`src/rtl/upd7801_intc_pkg.sv`:
```
// Shared types and helpers for the uPD78xx interrupt controller slice.
package upd78xx_pkg;

    typedef enum logic [1:0] {
        IDLE,
        REQ,
        WAIT
    } e_intc_state;

    typedef logic [2:0] chan_idx_t;

    // Vector arithmetic wraps naturally at 16 bits.
    function automatic logic [15:0] intc_vec(input logic [15:0]   base,
                                             input int unsigned   shift,
                                             input chan_idx_t     idx);
        return base + (16'(idx) << shift);
    endfunction

endpackage

```
`src/rtl/upd7801_intc_if.sv`:
```
// CPU-side interface of the interrupt controller: mask, flag, SKIT and vector handshake.
interface upd7801_intc_if
    import upd78xx_pkg::*;
#(
    parameter int unsigned NUM_IRQ = 5
);
    logic               IE;
    logic               MK_WE;
    logic [NUM_IRQ-1:0] MK_I;
    logic [NUM_IRQ-1:0] MK_O;
    logic [NUM_IRQ-1:0] IRF_O;
    logic               SKIT_REQ;
    chan_idx_t          SKIT_IDX;
    logic               SKIT_HIT;
    logic               INT_REQ;
    chan_idx_t          INT_IDX;
    logic [15:0]        INT_VEC;
    logic               INT_ACK;

    modport master (
        output IE, MK_WE, MK_I, SKIT_REQ, SKIT_IDX, INT_ACK,
        input  MK_O, IRF_O, SKIT_HIT, INT_REQ, INT_IDX, INT_VEC
    );

    modport slave (
        input  IE, MK_WE, MK_I, SKIT_REQ, SKIT_IDX, INT_ACK,
        output MK_O, IRF_O, SKIT_HIT, INT_REQ, INT_IDX, INT_VEC
    );
endinterface

```
`src/rtl/upd7801_intc_sync.sv`:
```
// Multi-stage synchroniser for asynchronous request lines; free-running on clk.
module upd78xx_sync
    import upd78xx_pkg::*;
#(
    parameter int unsigned WIDTH  = 1,
    parameter int unsigned STAGES = 2
) (
    input  logic             clk,
    input  logic             rst_n,
    input  logic [WIDTH-1:0] d,
    output logic [WIDTH-1:0] q
);
    logic [STAGES-1:0][WIDTH-1:0] chain_q;
    logic [STAGES-1:0][WIDTH-1:0] chain_d;

    always_comb begin
        chain_d = {chain_q[STAGES-2:0], d};
    end

    always_ff @(posedge clk or negedge rst_n) begin
        if (!rst_n) begin
            chain_q <= '0;
        end else begin
            chain_q <= chain_d;
        end
    end

    assign q = chain_q[STAGES-1];
endmodule

```
`src/rtl/upd7801_intc.sv`:
```
// Vectored interrupt controller: request flags, mask, fixed-priority arbiter and REQ/ACK FSM.
module upd7801_intc
    import upd78xx_pkg::*;
#(
    parameter int unsigned NUM_IRQ     = 5,
    parameter bit          NMI_EN      = 1'b1,
    parameter int unsigned SYNC_STAGES = 2,
    parameter logic [15:0] VEC_BASE    = 16'h0004,
    parameter int unsigned VEC_SHIFT   = 2
) (
    input  logic               CLK,
    input  logic               RESETB,
    input  logic               CE,
    input  logic [NUM_IRQ-1:0] IRQ_I,
    input  logic [NUM_IRQ-1:0] EDGE_MODE,
    upd7801_intc_if.slave      cpu
);
    logic [NUM_IRQ-1:0] sync_o;

    upd78xx_sync #(.WIDTH(NUM_IRQ), .STAGES(SYNC_STAGES)) u_sync (
        .clk   (CLK),
        .rst_n (RESETB),
        .d     (IRQ_I),
        .q     (sync_o)
    );

    e_intc_state        state_q, state_d;
    logic [NUM_IRQ-1:0] samp_q, samp_d;
    logic               primed_q, primed_d;
    logic [NUM_IRQ-1:0] irf_q, irf_d;
    logic [NUM_IRQ-1:0] mk_q, mk_d;
    logic               skit_hit_q, skit_hit_d;
    logic               int_req_q, int_req_d;
    chan_idx_t          int_idx_q, int_idx_d;
    logic [15:0]        int_vec_q, int_vec_d;

    logic [NUM_IRQ-1:0] pend, set, clr;
    chan_idx_t          win;
    logic               win_vld, cur_pend, acking;

    always_comb begin
        pend = irf_q & ~mk_q & {NUM_IRQ{cpu.IE}};
        if (NMI_EN) pend[0] = irf_q[0];
        win      = '0;
        win_vld  = 1'b0;
        cur_pend = 1'b0;
        for (int unsigned i = 0; i < NUM_IRQ; i++) begin
            if (pend[i] && !win_vld) begin
                win     = chan_idx_t'(i);
                win_vld = 1'b1;
            end
            if (int_idx_q == chan_idx_t'(i)) cur_pend = pend[i];
        end
    end

    always_comb begin
        state_d    = state_q;
        samp_d     = samp_q;
        primed_d   = primed_q;
        irf_d      = irf_q;
        mk_d       = mk_q;
        skit_hit_d = skit_hit_q;
        int_req_d  = int_req_q;
        int_idx_d  = int_idx_q;
        int_vec_d  = int_vec_q;
        set        = '0;
        clr        = '0;
        acking     = (state_q == REQ) && cpu.INT_ACK;
        if (CE) begin
            samp_d   = sync_o;
            primed_d = 1'b1;
            if (cpu.MK_WE) mk_d = cpu.MK_I;
            if (cpu.SKIT_REQ) skit_hit_d = 1'b0;
            for (int unsigned i = 0; i < NUM_IRQ; i++) begin
                set[i] = EDGE_MODE[i] ? (sync_o[i] & ~samp_q[i] & primed_q) : sync_o[i];
                if (acking && int_idx_q == chan_idx_t'(i)) clr[i] = 1'b1;
                if (cpu.SKIT_REQ && cpu.SKIT_IDX == chan_idx_t'(i)) begin
                    clr[i]     = 1'b1;
                    skit_hit_d = irf_q[i];
                end
            end
            // Set dominates clear so a held level line re-asserts after ack.
            irf_d = (irf_q & ~clr) | set;
            case (state_q)
                IDLE: begin
                    if (win_vld) begin
                        state_d   = REQ;
                        int_req_d = 1'b1;
                        int_idx_d = win;
                        int_vec_d = intc_vec(VEC_BASE, VEC_SHIFT, win);
                    end
                end
                REQ: begin
                    if (acking) begin
                        int_req_d = 1'b0;
                        state_d   = (NMI_EN && int_idx_q == '0) ? IDLE : WAIT;
                    end else if (!cur_pend) begin
                        int_req_d = 1'b0;
                        state_d   = IDLE;
                    end
                end
                WAIT: begin
                    if (NMI_EN && pend[0]) begin
                        state_d   = REQ;
                        int_req_d = 1'b1;
                        int_idx_d = '0;
                        int_vec_d = intc_vec(VEC_BASE, VEC_SHIFT, '0);
                    end else if (!cpu.IE) begin
                        state_d = IDLE;
                    end
                end
                default: state_d = IDLE;
            endcase
        end
    end

    always_ff @(posedge CLK or negedge RESETB) begin
        if (!RESETB) begin
            state_q    <= IDLE;
            samp_q     <= '0;
            primed_q   <= 1'b0;
            irf_q      <= '0;
            mk_q       <= '1;
            skit_hit_q <= 1'b0;
            int_req_q  <= 1'b0;
            int_idx_q  <= '0;
            int_vec_q  <= '0;
        end else begin
            state_q    <= state_d;
            samp_q     <= samp_d;
            primed_q   <= primed_d;
            irf_q      <= irf_d;
            mk_q       <= mk_d;
            skit_hit_q <= skit_hit_d;
            int_req_q  <= int_req_d;
            int_idx_q  <= int_idx_d;
            int_vec_q  <= int_vec_d;
        end
    end

    assign cpu.MK_O     = mk_q;
    assign cpu.IRF_O    = irf_q;
    assign cpu.SKIT_HIT = skit_hit_q;
    assign cpu.INT_REQ  = int_req_q;
    assign cpu.INT_IDX  = int_idx_q;
    assign cpu.INT_VEC  = int_vec_q;
endmodule

```
`src/flat_wrapper.sv`:
```
// flat-port wrapper written by rule: the top's interface ports become plain ports
module upd7801_intc_flat import upd78xx_pkg::*;
#(
    parameter int unsigned NUM_IRQ     = 5,
    parameter bit          NMI_EN      = 1'b1,
    parameter int unsigned SYNC_STAGES = 2,
    parameter logic [15:0] VEC_BASE    = 16'h0004,
    parameter int unsigned VEC_SHIFT   = 2
)
  (CLK, RESETB, CE, IRQ_I, EDGE_MODE, cpu_IE, cpu_MK_WE, cpu_MK_I, cpu_SKIT_REQ, cpu_SKIT_IDX, cpu_INT_ACK, cpu_MK_O, cpu_IRF_O, cpu_SKIT_HIT, cpu_INT_REQ, cpu_INT_IDX, cpu_INT_VEC);
  upd7801_intc_if #(.NUM_IRQ(NUM_IRQ)) cpu_i ();
  input  logic CLK;
  input  logic RESETB;
  input  logic CE;
  input  logic [NUM_IRQ-1:0] IRQ_I;
  input  logic [NUM_IRQ-1:0] EDGE_MODE;
  input wire logic [$bits(cpu_i.IE)-1:0] cpu_IE;
  input wire logic [$bits(cpu_i.MK_WE)-1:0] cpu_MK_WE;
  input wire logic [$bits(cpu_i.MK_I)-1:0] cpu_MK_I;
  input wire logic [$bits(cpu_i.SKIT_REQ)-1:0] cpu_SKIT_REQ;
  input wire logic [$bits(cpu_i.SKIT_IDX)-1:0] cpu_SKIT_IDX;
  input wire logic [$bits(cpu_i.INT_ACK)-1:0] cpu_INT_ACK;
  output wire logic [$bits(cpu_i.MK_O)-1:0] cpu_MK_O;
  output wire logic [$bits(cpu_i.IRF_O)-1:0] cpu_IRF_O;
  output wire logic [$bits(cpu_i.SKIT_HIT)-1:0] cpu_SKIT_HIT;
  output wire logic [$bits(cpu_i.INT_REQ)-1:0] cpu_INT_REQ;
  output wire logic [$bits(cpu_i.INT_IDX)-1:0] cpu_INT_IDX;
  output wire logic [$bits(cpu_i.INT_VEC)-1:0] cpu_INT_VEC;
  assign cpu_i.IE = cpu_IE;
  assign cpu_i.MK_WE = cpu_MK_WE;
  assign cpu_i.MK_I = cpu_MK_I;
  assign cpu_i.SKIT_REQ = cpu_SKIT_REQ;
  assign cpu_i.SKIT_IDX = cpu_SKIT_IDX;
  assign cpu_i.INT_ACK = cpu_INT_ACK;
  assign cpu_MK_O = cpu_i.MK_O;
  assign cpu_IRF_O = cpu_i.IRF_O;
  assign cpu_SKIT_HIT = cpu_i.SKIT_HIT;
  assign cpu_INT_REQ = cpu_i.INT_REQ;
  assign cpu_INT_IDX = cpu_i.INT_IDX;
  assign cpu_INT_VEC = cpu_i.INT_VEC;
  upd7801_intc #(.NUM_IRQ(NUM_IRQ), .NMI_EN(NMI_EN), .SYNC_STAGES(SYNC_STAGES), .VEC_BASE(VEC_BASE), .VEC_SHIFT(VEC_SHIFT)) u_core (.CLK(CLK), .RESETB(RESETB), .CE(CE), .IRQ_I(IRQ_I), .EDGE_MODE(EDGE_MODE), .cpu(cpu_i));
endmodule
```
`config.mk`:
```
export PLATFORM = sky130hd
export DESIGN_NAME = upd7801_intc_flat
export DESIGN_NICKNAME = d
export VERILOG_FILES = /design/src/rtl/upd7801_intc_pkg.sv /design/src/rtl/upd7801_intc_if.sv /design/src/rtl/upd7801_intc_sync.sv /design/src/rtl/upd7801_intc.sv /design/src/flat_wrapper.sv
export SDC_FILE = /design/constraint.sdc
export NUM_CORES = 1
export LEC_CHECK = 0
export ABC_AREA = 1
export CAP_MARGIN = 20
export CORE_ASPECT_RATIO = 1.2
export CORE_MARGIN = 2
export CORE_UTILIZATION = 48
export CTS_BUF_LIST = sky130_fd_sc_hd__clkbuf_8
export CTS_CLUSTER_DIAMETER = 120
export DETAILED_ROUTE_END_ITERATION = 8
export GPL_TIMING_DRIVEN = 1
export PLACE_DENSITY = 0.91
export SYNTH_ARGS = -nofsm -noshare
export SYNTH_HDL_FRONTEND = slang
export SYNTH_SLANG_ARGS = --single-unit
export TNS_END_PERCENT = 1
```
`constraint.sdc`:
```
create_clock -name CLK -period 1.5 [get_ports CLK]
set_input_delay 0.3 -clock CLK [delete_from_list [all_inputs] [get_ports CLK]]
set_output_delay 0.3 -clock CLK [all_outputs]
set_load 0.02 [all_outputs]
```
==> results of run 1 <==
[metal layers]
metal,wire length (um),up-vias
li1,-,790
met1,1623,726
met2,2219,66
met3,260,14
met4,118,0
met5,0,-
[where the power goes]
| part | internal [uW] | switching, uW | leakage [uW] |
|---|---|---|---|
| Sequential | 1180 | 133 | 0.000429 |
| Clock | 498 | 359 | 0.0000585 |
| Combinational | 482 | 778 | 0.000740 |
[stage by stage]
step           std cells  worst slack, ns  hold WS, ns  utilization
2_1_floorplan        227          0.03755     0.004409            -
5_1_grt              333         -0.05268      0.07244       0.6885
6_report             333          0.03531      0.03315       0.6885
4_1_cts              332         0.008851      0.05334       0.6773
3_3_place_gp         324          -0.2542       0.3324       0.6520
3_5_place_dp         324          -0.3491       0.3371       0.6520
[cells by family (layout without fill, tap and decap cells)]
logic type | Yosys count | count (layout) | synth area share
XOR/XNOR | 1 | 1 | 0.004773
other | 1 | 12 | 0.002043
AO/OA/AOI/OAI | 37 | 37 | 0.1152
multiplexers | 2 | 2 | 0.01227
AND/OR/NAND/NOR | 95 | 95 | 0.2372
adder cells (fa/ha/maj) | 1 | 1 | 0.006816
flip-flops | 37 | 37 | 0.5078
buffers and inverters | 42 | 96 | 0.1138
[cell usage after synthesis (3+ instances only)]
master	count	area (sq um)
a21oi_1	7	35.03
a21boi_0	5	37.54
nand3_1	14	70.07
nor2_2	3	18.77
o21ai_1	3	15.01
o21ai_0	17	85.08
nand2_2	3	18.77
dfstp_2	5	131.4
inv_1	25	93.84
nand2_1	42	157.7
buf_4	12	90.09
nor2_1	23	86.33
dfrtp_1	32	800.8
[area by class of cell]
cell class                      instances  share of cell area
Multi-Input combinational cell        148              0.3046
Timing Repair Buffer                   60              0.2118
Clock buffer                            5             0.02728
Inverter                               28             0.04365
Clock inverter                          3             0.01736
Sequential cell                        37              0.3695
Tap cell                               52             0.02579
[cells in the final DEF (no fill, tap or decap), types with 3 or more instances in the layout]
master,n
dlygate4sd2_1,18
clkbuf_8,5
clkdlybuf4s50_1,22
nand2_2,5
nor2_2,4
inv_1,23
a21boi_0,5
nand2_1,40
dfstp_2,5
o21ai_0,17
conb_1,12
inv_2,4
nand3_1,13
o21ai_1,3
a21oi_1,7
dfrtp_1,32
buf_4,16
nor2_1,22
[worst max-delay path by stage]
stage / endpoint / slack, ns / cells past startpoint
final: cpu_MK_O[3] / 0.04 / 1
after global routing: u_core.cpu.INT_VEC[4]$_DFFE_PN0P_ / -0.05 / 10
after CTS: cpu_MK_O[1] / 0.009 / 1
after detailed placement: u_core.cpu.INT_VEC[3]$_DFFE_PN0P_ / -0.35 / 10
after global placement: u_core.cpu.INT_VEC[3]$_DFFE_PN0P_ / -0.25 / 10
after floorplan: u_core.cpu.INT_VEC[4]$_DFFE_PN0P_ / 0.04 / 11
[what timing repair did]
| action | in CTS | in global routing |
|---|---|---|
| endpoints found under the setup margin | 21 | 10 |
| buffers inserted | 0 | 1 |
| pin swaps | 0 | 2 |
| gates resized for setup | 21 | 12 |
| cloned | 0 | 0 |
[sequential cells by signal, summed over array words and instances (netlist names)]
signal                 count
u_core.cpu.INT_IDX         3
u_core.cpu.INT_REQ         1
u_core.cpu.INT_VEC         4
u_core.cpu.IRF_O           5
u_core.cpu.MK_O            5
u_core.cpu.SKIT_HIT        1
u_core.primed_q            1
u_core.samp_q              5
u_core.state_q             2
u_core.u_sync.chain_d      5
u_core.u_sync.q            5
==> impl_metrics.csv, run 1 <==
group,metric,value,unit
run_status,outcome,"complete, no violations",
finish,fin_nets,306,
yosys,netlist_instances,216,
finish,syn2layout_area_growth,37.42,%
die,die-width,60.45,um
setup_path,crit_start,"u_core.cpu.MK_O[3]$_DFFE_PN1P_",
timing,final-max-slew-violation-count,0,
power,p_leak,0.001228,uW
global_routing,use_met1,0.2482,
timing,finalSetupViolations,0,
placed_design,place_area,2389,sq um
timing,finalHoldViolCount,0,
global_routing,grt_max_degree,38,
placed_design,dp_hpwl,3056,um
yosys,ys_ff_latch,37,
die,core_area,3664,sq um
setup_path,crit_family,"flip-flops",
global_routing,grt_pass1_vias,1600,
yosys,syn-cell-area,1836,sq um
yosys,avgSynthCellArea,8.498,sq um
yosys,ys_async_sr_fraction,1.000,
power,ir_drop,1.101,mV
timing,rsz0062_at_grt,"yes",
clock_tree,htree_levels,2,
setup_path,setup.worst_path.end_class,"output pin",
finish,ff_latch_area,932.1,sq um
die,start_util,0.5010,
clock_tree,holdBufCountCts,0,
yosys,synthFlopType,"dfrtp_1",
timing,max_freq,0.6827,GHz
die,dieArea,4337,sq um
routing,wirelength,4221,um
clock_tree,clk_latency,0.29,ns
clock_tree,cts-root-buf,"clkbuf_8",
die,boundaryPins,56,
routing,num_vias,1596,
setup_path,start_kind,"flop",
routing,drc,0,
power,powerDensity,1359,nW/um^2
global_routing,gr-usage-met2,0.3684,
timing,skew,0.008559,ns
global_routing,grt.total_usage,0.2143,
setup_path,cp_slowest_cell,"dfstp_2",
global_routing,busiest_layer,"met2",
clock_tree,cts_tree,"yes",
setup_path,cp.arrival,1.16,ns
timing,finalCritPeriodShare,0.9765,
global_routing,use_met3,0.06498,
placed_design,port-buffer-count,43,
global_routing,antenna_found_initial,0,
setup_path,crit_buf_inv,1,
routing,antenna_left,0,
finish,finalInstanceArea,2522,sq um
clock_tree,cts_inserted_buffers,5,
die,die-height,71.74,um
clock_tree,clk_pin_slew,0.08,ns
setup_path,critPathKind,"flop to output pin",
setup_path,rr_worst_depth,10,
finish,diodes,0,
setup_path,required,1.20,ns
routing,via_per_inst,4.793,
finish,drive_gt1_frac,0.2064,
timing,setup_tns,0,ns
power,power,3427,uW
placed_design,gp_congestion,0.8632,
global_routing,grt_pass1_wl,6865,um
finish,fill_cells,301,
yosys,synth_cell_types,32,
routing,post_drt_wl_per_cell,12.68,um
routing,drt_iter0_markers,63,
die,num_rows,24,
setup_path,timing.rr.end,"u_core.cpu.INT_VEC[4]$_DFFE_PN0P_",
run,maxCapViolCount,0,
setup_path,r2r-start,"u_core.cpu.MK_O[3]$_DFFE_PN1P_",
clock_tree,clk_path_buf_depth,2,
finish,multiInputGateArea,768.2,sq um
setup_path,crit_chain,"dlygate4sd2_1",
hold_path,min_path_type,"input pin to asynchronous set/reset pin",
yosys,synth_seq_area_share,0.5078,
clock_tree,cts_sinks,37,
yosys,synth_edf_count,0,
setup_path,reg2reg_slack,0.06,ns
yosys,yosysWarnings,0,
timing,min_period,1.465,ns
setup_path,worst-path-max-fanout,2,
routing,dr.pass1.iters,4,
global_routing,grt_overflow,0,
setup_path,slowest_delay,0.55,ns
(Power assumes the default switching activity.)
==> run 2: changes to the inputs <==
--- a/config.mk
+++ b/config.mk
@@ -9,12 +9,12 @@
 export CAP_MARGIN = 20
 export CORE_ASPECT_RATIO = 1.2
 export CORE_MARGIN = 2
-export CORE_UTILIZATION = 48
+export CORE_UTILIZATION = 44
 export CTS_BUF_LIST = sky130_fd_sc_hd__clkbuf_8
-export CTS_CLUSTER_DIAMETER = 120
+export CTS_CLUSTER_DIAMETER = 50
 export DETAILED_ROUTE_END_ITERATION = 8
 export GPL_TIMING_DRIVEN = 1
-export PLACE_DENSITY = 0.91
+export PLACE_DENSITY = 0.88
 export SYNTH_ARGS = -nofsm -noshare
 export SYNTH_HDL_FRONTEND = slang
 export SYNTH_SLANG_ARGS = --single-unit
==> constraint.sdc (replaced) <==
create_clock -name CLK -period 1.3 [get_ports CLK]
set_input_delay 0.26 -clock CLK [delete_from_list [all_inputs] [get_ports CLK]]
set_output_delay 0.26 -clock CLK [all_outputs]
set_load 0.02 [all_outputs]
==> impl_metrics.csv, run 2 (synthesized netlist as in run 1, its figures left out) <==
group,metric,value,unit
setup_path,crit_chain,"inv_2, nand3_2, nand2_2, inv_2, nand3_4, nand2_8, inv_6, o21a_1",
setup_path,cp_slowest_cell,"dfstp_2",
global_routing,grt_pass1_wl,7093,um
routing,num_vias,1661,
setup_path,reg2reg_slack,-0.10,ns
timing,setup_slack,-0.1016,ns
finish,syn2layout_area_growth,45.54,%
timing,hold_slack,0.3519,ns
placed_design,dp_cells,334,
clock_tree,clk_path_buf_depth,2,
routing,antenna_left,0,
clock_tree,cts-root-buf,"clkbuf_8",
finish,layout_commonest_cell,"nand2_1",
run_status,violations,"setup timing",
setup_path,required,1.49,ns
routing,dr.pass1.iters,4,
placed_design,dpl_worst_slack,-0.5235,ns
die,core_area,3973,sq um
clock_tree,cts_sinks,37,
power,power,4196,uW
clock_tree,clk_pin_slew,0.07,ns
setup_path,crit_family,"flip-flops",
timing,min_period,1.402,ns
placed_design,dp_hpwl,3246,um
global_routing,grt_overflow,0,
die,num_rows,25,
setup_path,rr_worst_depth,8,
finish,fin_cells,344,
setup_path,crit_top_cell,"inv_2",
timing,skew,0.004423,ns
clock_tree,clk_latency,0.29,ns
finish,final_cell_mix,"nand2_1, dfrtp_1, buf_4, clkdlybuf4s50_1",
setup_path,setup.worst_path.end_class,"flop",
timing,final-max-slew-violation-count,0,
global_routing,grt.total_usage,0.1958,
run,maxCapViolCount,0,
die,die-height,74.75,um
timing,finalHoldViolCount,0,
routing,drc,0,
routing,wirelength,4328,um
power,p_leak,0.001267,uW
global_routing,grt_pass1_vias,1686,
setup_path,slowest_delay,0.54,ns
hold_path,holdPathStages,0,
global_routing,grt_max_degree,29,
placed_design,port-buffer-count,43,
finish,fin_nets,315,
power,ir_drop,1.116,mV
finish,drive_gt1_frac,0.3448,
setup_path,cp.arrival,1.59,ns
hold_path,min_path_type,"flop to flop",
routing,via_per_inst,4.828,
clock_tree,cts_tree,"yes",
placed_design,place_area,2484,sq um
placed_design,gp_congestion,0.8390,
clock_tree,cts_inserted_buffers,5,
die,start_util,0.4620,
setup_path,crit_buf_inv,3,
die,die-width,62.96,um
routing,post_drt_wl_per_cell,12.58,um
die,dieArea,4706,sq um
timing,max_freq,0.7135,GHz
setup_path,worst-path-max-fanout,7,
global_routing,antenna_found_initial,0,
finish,finalInstanceArea,2671,sq um
setup_path,critPathKind,"flop to flop",
setup_path,critical_path_depth,8,
timing,rsz0062_at_grt,"yes",
clock_tree,htree_levels,2,
routing,drt_iter0_markers,77,
die,boundaryPins,56,
setup_path,start_kind,"flop",
timing,finalCritPeriodShare,1.078,
run_status,outcome,"finished, violations left",
power,powerDensity,1571,nW/um^2
finish,diodes,0,
timing,finalSetupViolations,8,
-- run 2: changes by cell type in the layout (fill, tap and decap cells not counted), sizes merged, moves of 2 or more --
cell	before	now
dlygate4sd2	18	6
buf	18	31
clkbuf	5	10
clkdlybuf4s15	2	4
-- run 2: layout make-up --
class	instances	area [sq um]
Multi-Input combinational cell	148	845.8
Clock buffer	5	68.82
Clock inverter	3	46.29
Sequential cell	37	935.9
Tap cell	54	67.56
Timing Repair Buffer	69	596.8
Inverter	28	110.1
Fill cell	326	1301
-- run 2: power breakdown --
group	internal (uW)	leakage, uW	switching, uW
clock	574	0.0000543	433
sequential	1360	0.000426	171
combinational	665	0.000786	989
-- run 2: repair_timing --
action,in CTS,in global routing
hold buffers,1,0
endpoints found under the setup margin,34,23
endpoints found under the hold margin,9,0
resized for setup,48,44
gates cloned,0,0
pin swaps,2,6
setup buffers,0,1
-- run 2: worst register-to-register path: stages, from the launching register on --
cell     delay, ns
dfstp_2       0.54
inv_2         0.05
nand3_2       0.09
nand2_2       0.10
inv_2         0.09
nand3_4       0.10
nand2_8       0.13
inv_6         0.05
o21a_1        0.16
-- run 2: final timing paths --
kind | start | to
hold / removal | u_core.u_sync.chain_d[6]$_DFF_PN0_ | u_core.u_sync.q[1]$_DFF_PN0_
hold reg to reg | u_core.u_sync.chain_d[6]$_DFF_PN0_ | u_core.u_sync.q[1]$_DFF_PN0_
setup reg to reg | u_core.cpu.MK_O[2]$_DFFE_PN1P_ | u_core.cpu.INT_VEC[2]$_DFFE_PN0P_
min in group asynchronous | RESETB | u_core.state_q[0]$_DFFE_PN0P_
setup / recovery | u_core.cpu.MK_O[2]$_DFFE_PN1P_ | u_core.cpu.INT_VEC[2]$_DFFE_PN0P_
max in group asynchronous | RESETB | u_core.cpu.MK_O[3]$_DFFE_PN1P_
-- run 2: metal layers --
layer  up-vias  track usage  share of wire  routed length, um
met1       767       0.1965           0.38               1623
met2        70       0.3806           0.55               2381
met5         -            0              0                  0
met3        13      0.04634          0.052                225
met4         0       0.1012          0.023                 98
li1        811            -              -                  -
-- run 2: metrics by stage --
step / TNS, ns / util
after floorplan: -0.2348 / -
final: -0.4337 / 0.6724
after global routing: -1.512 / 0.6724
after CTS: -0.6052 / 0.6498
after detailed placement: -7.764 / 0.6252
after global placement: -7.016 / 0.6252
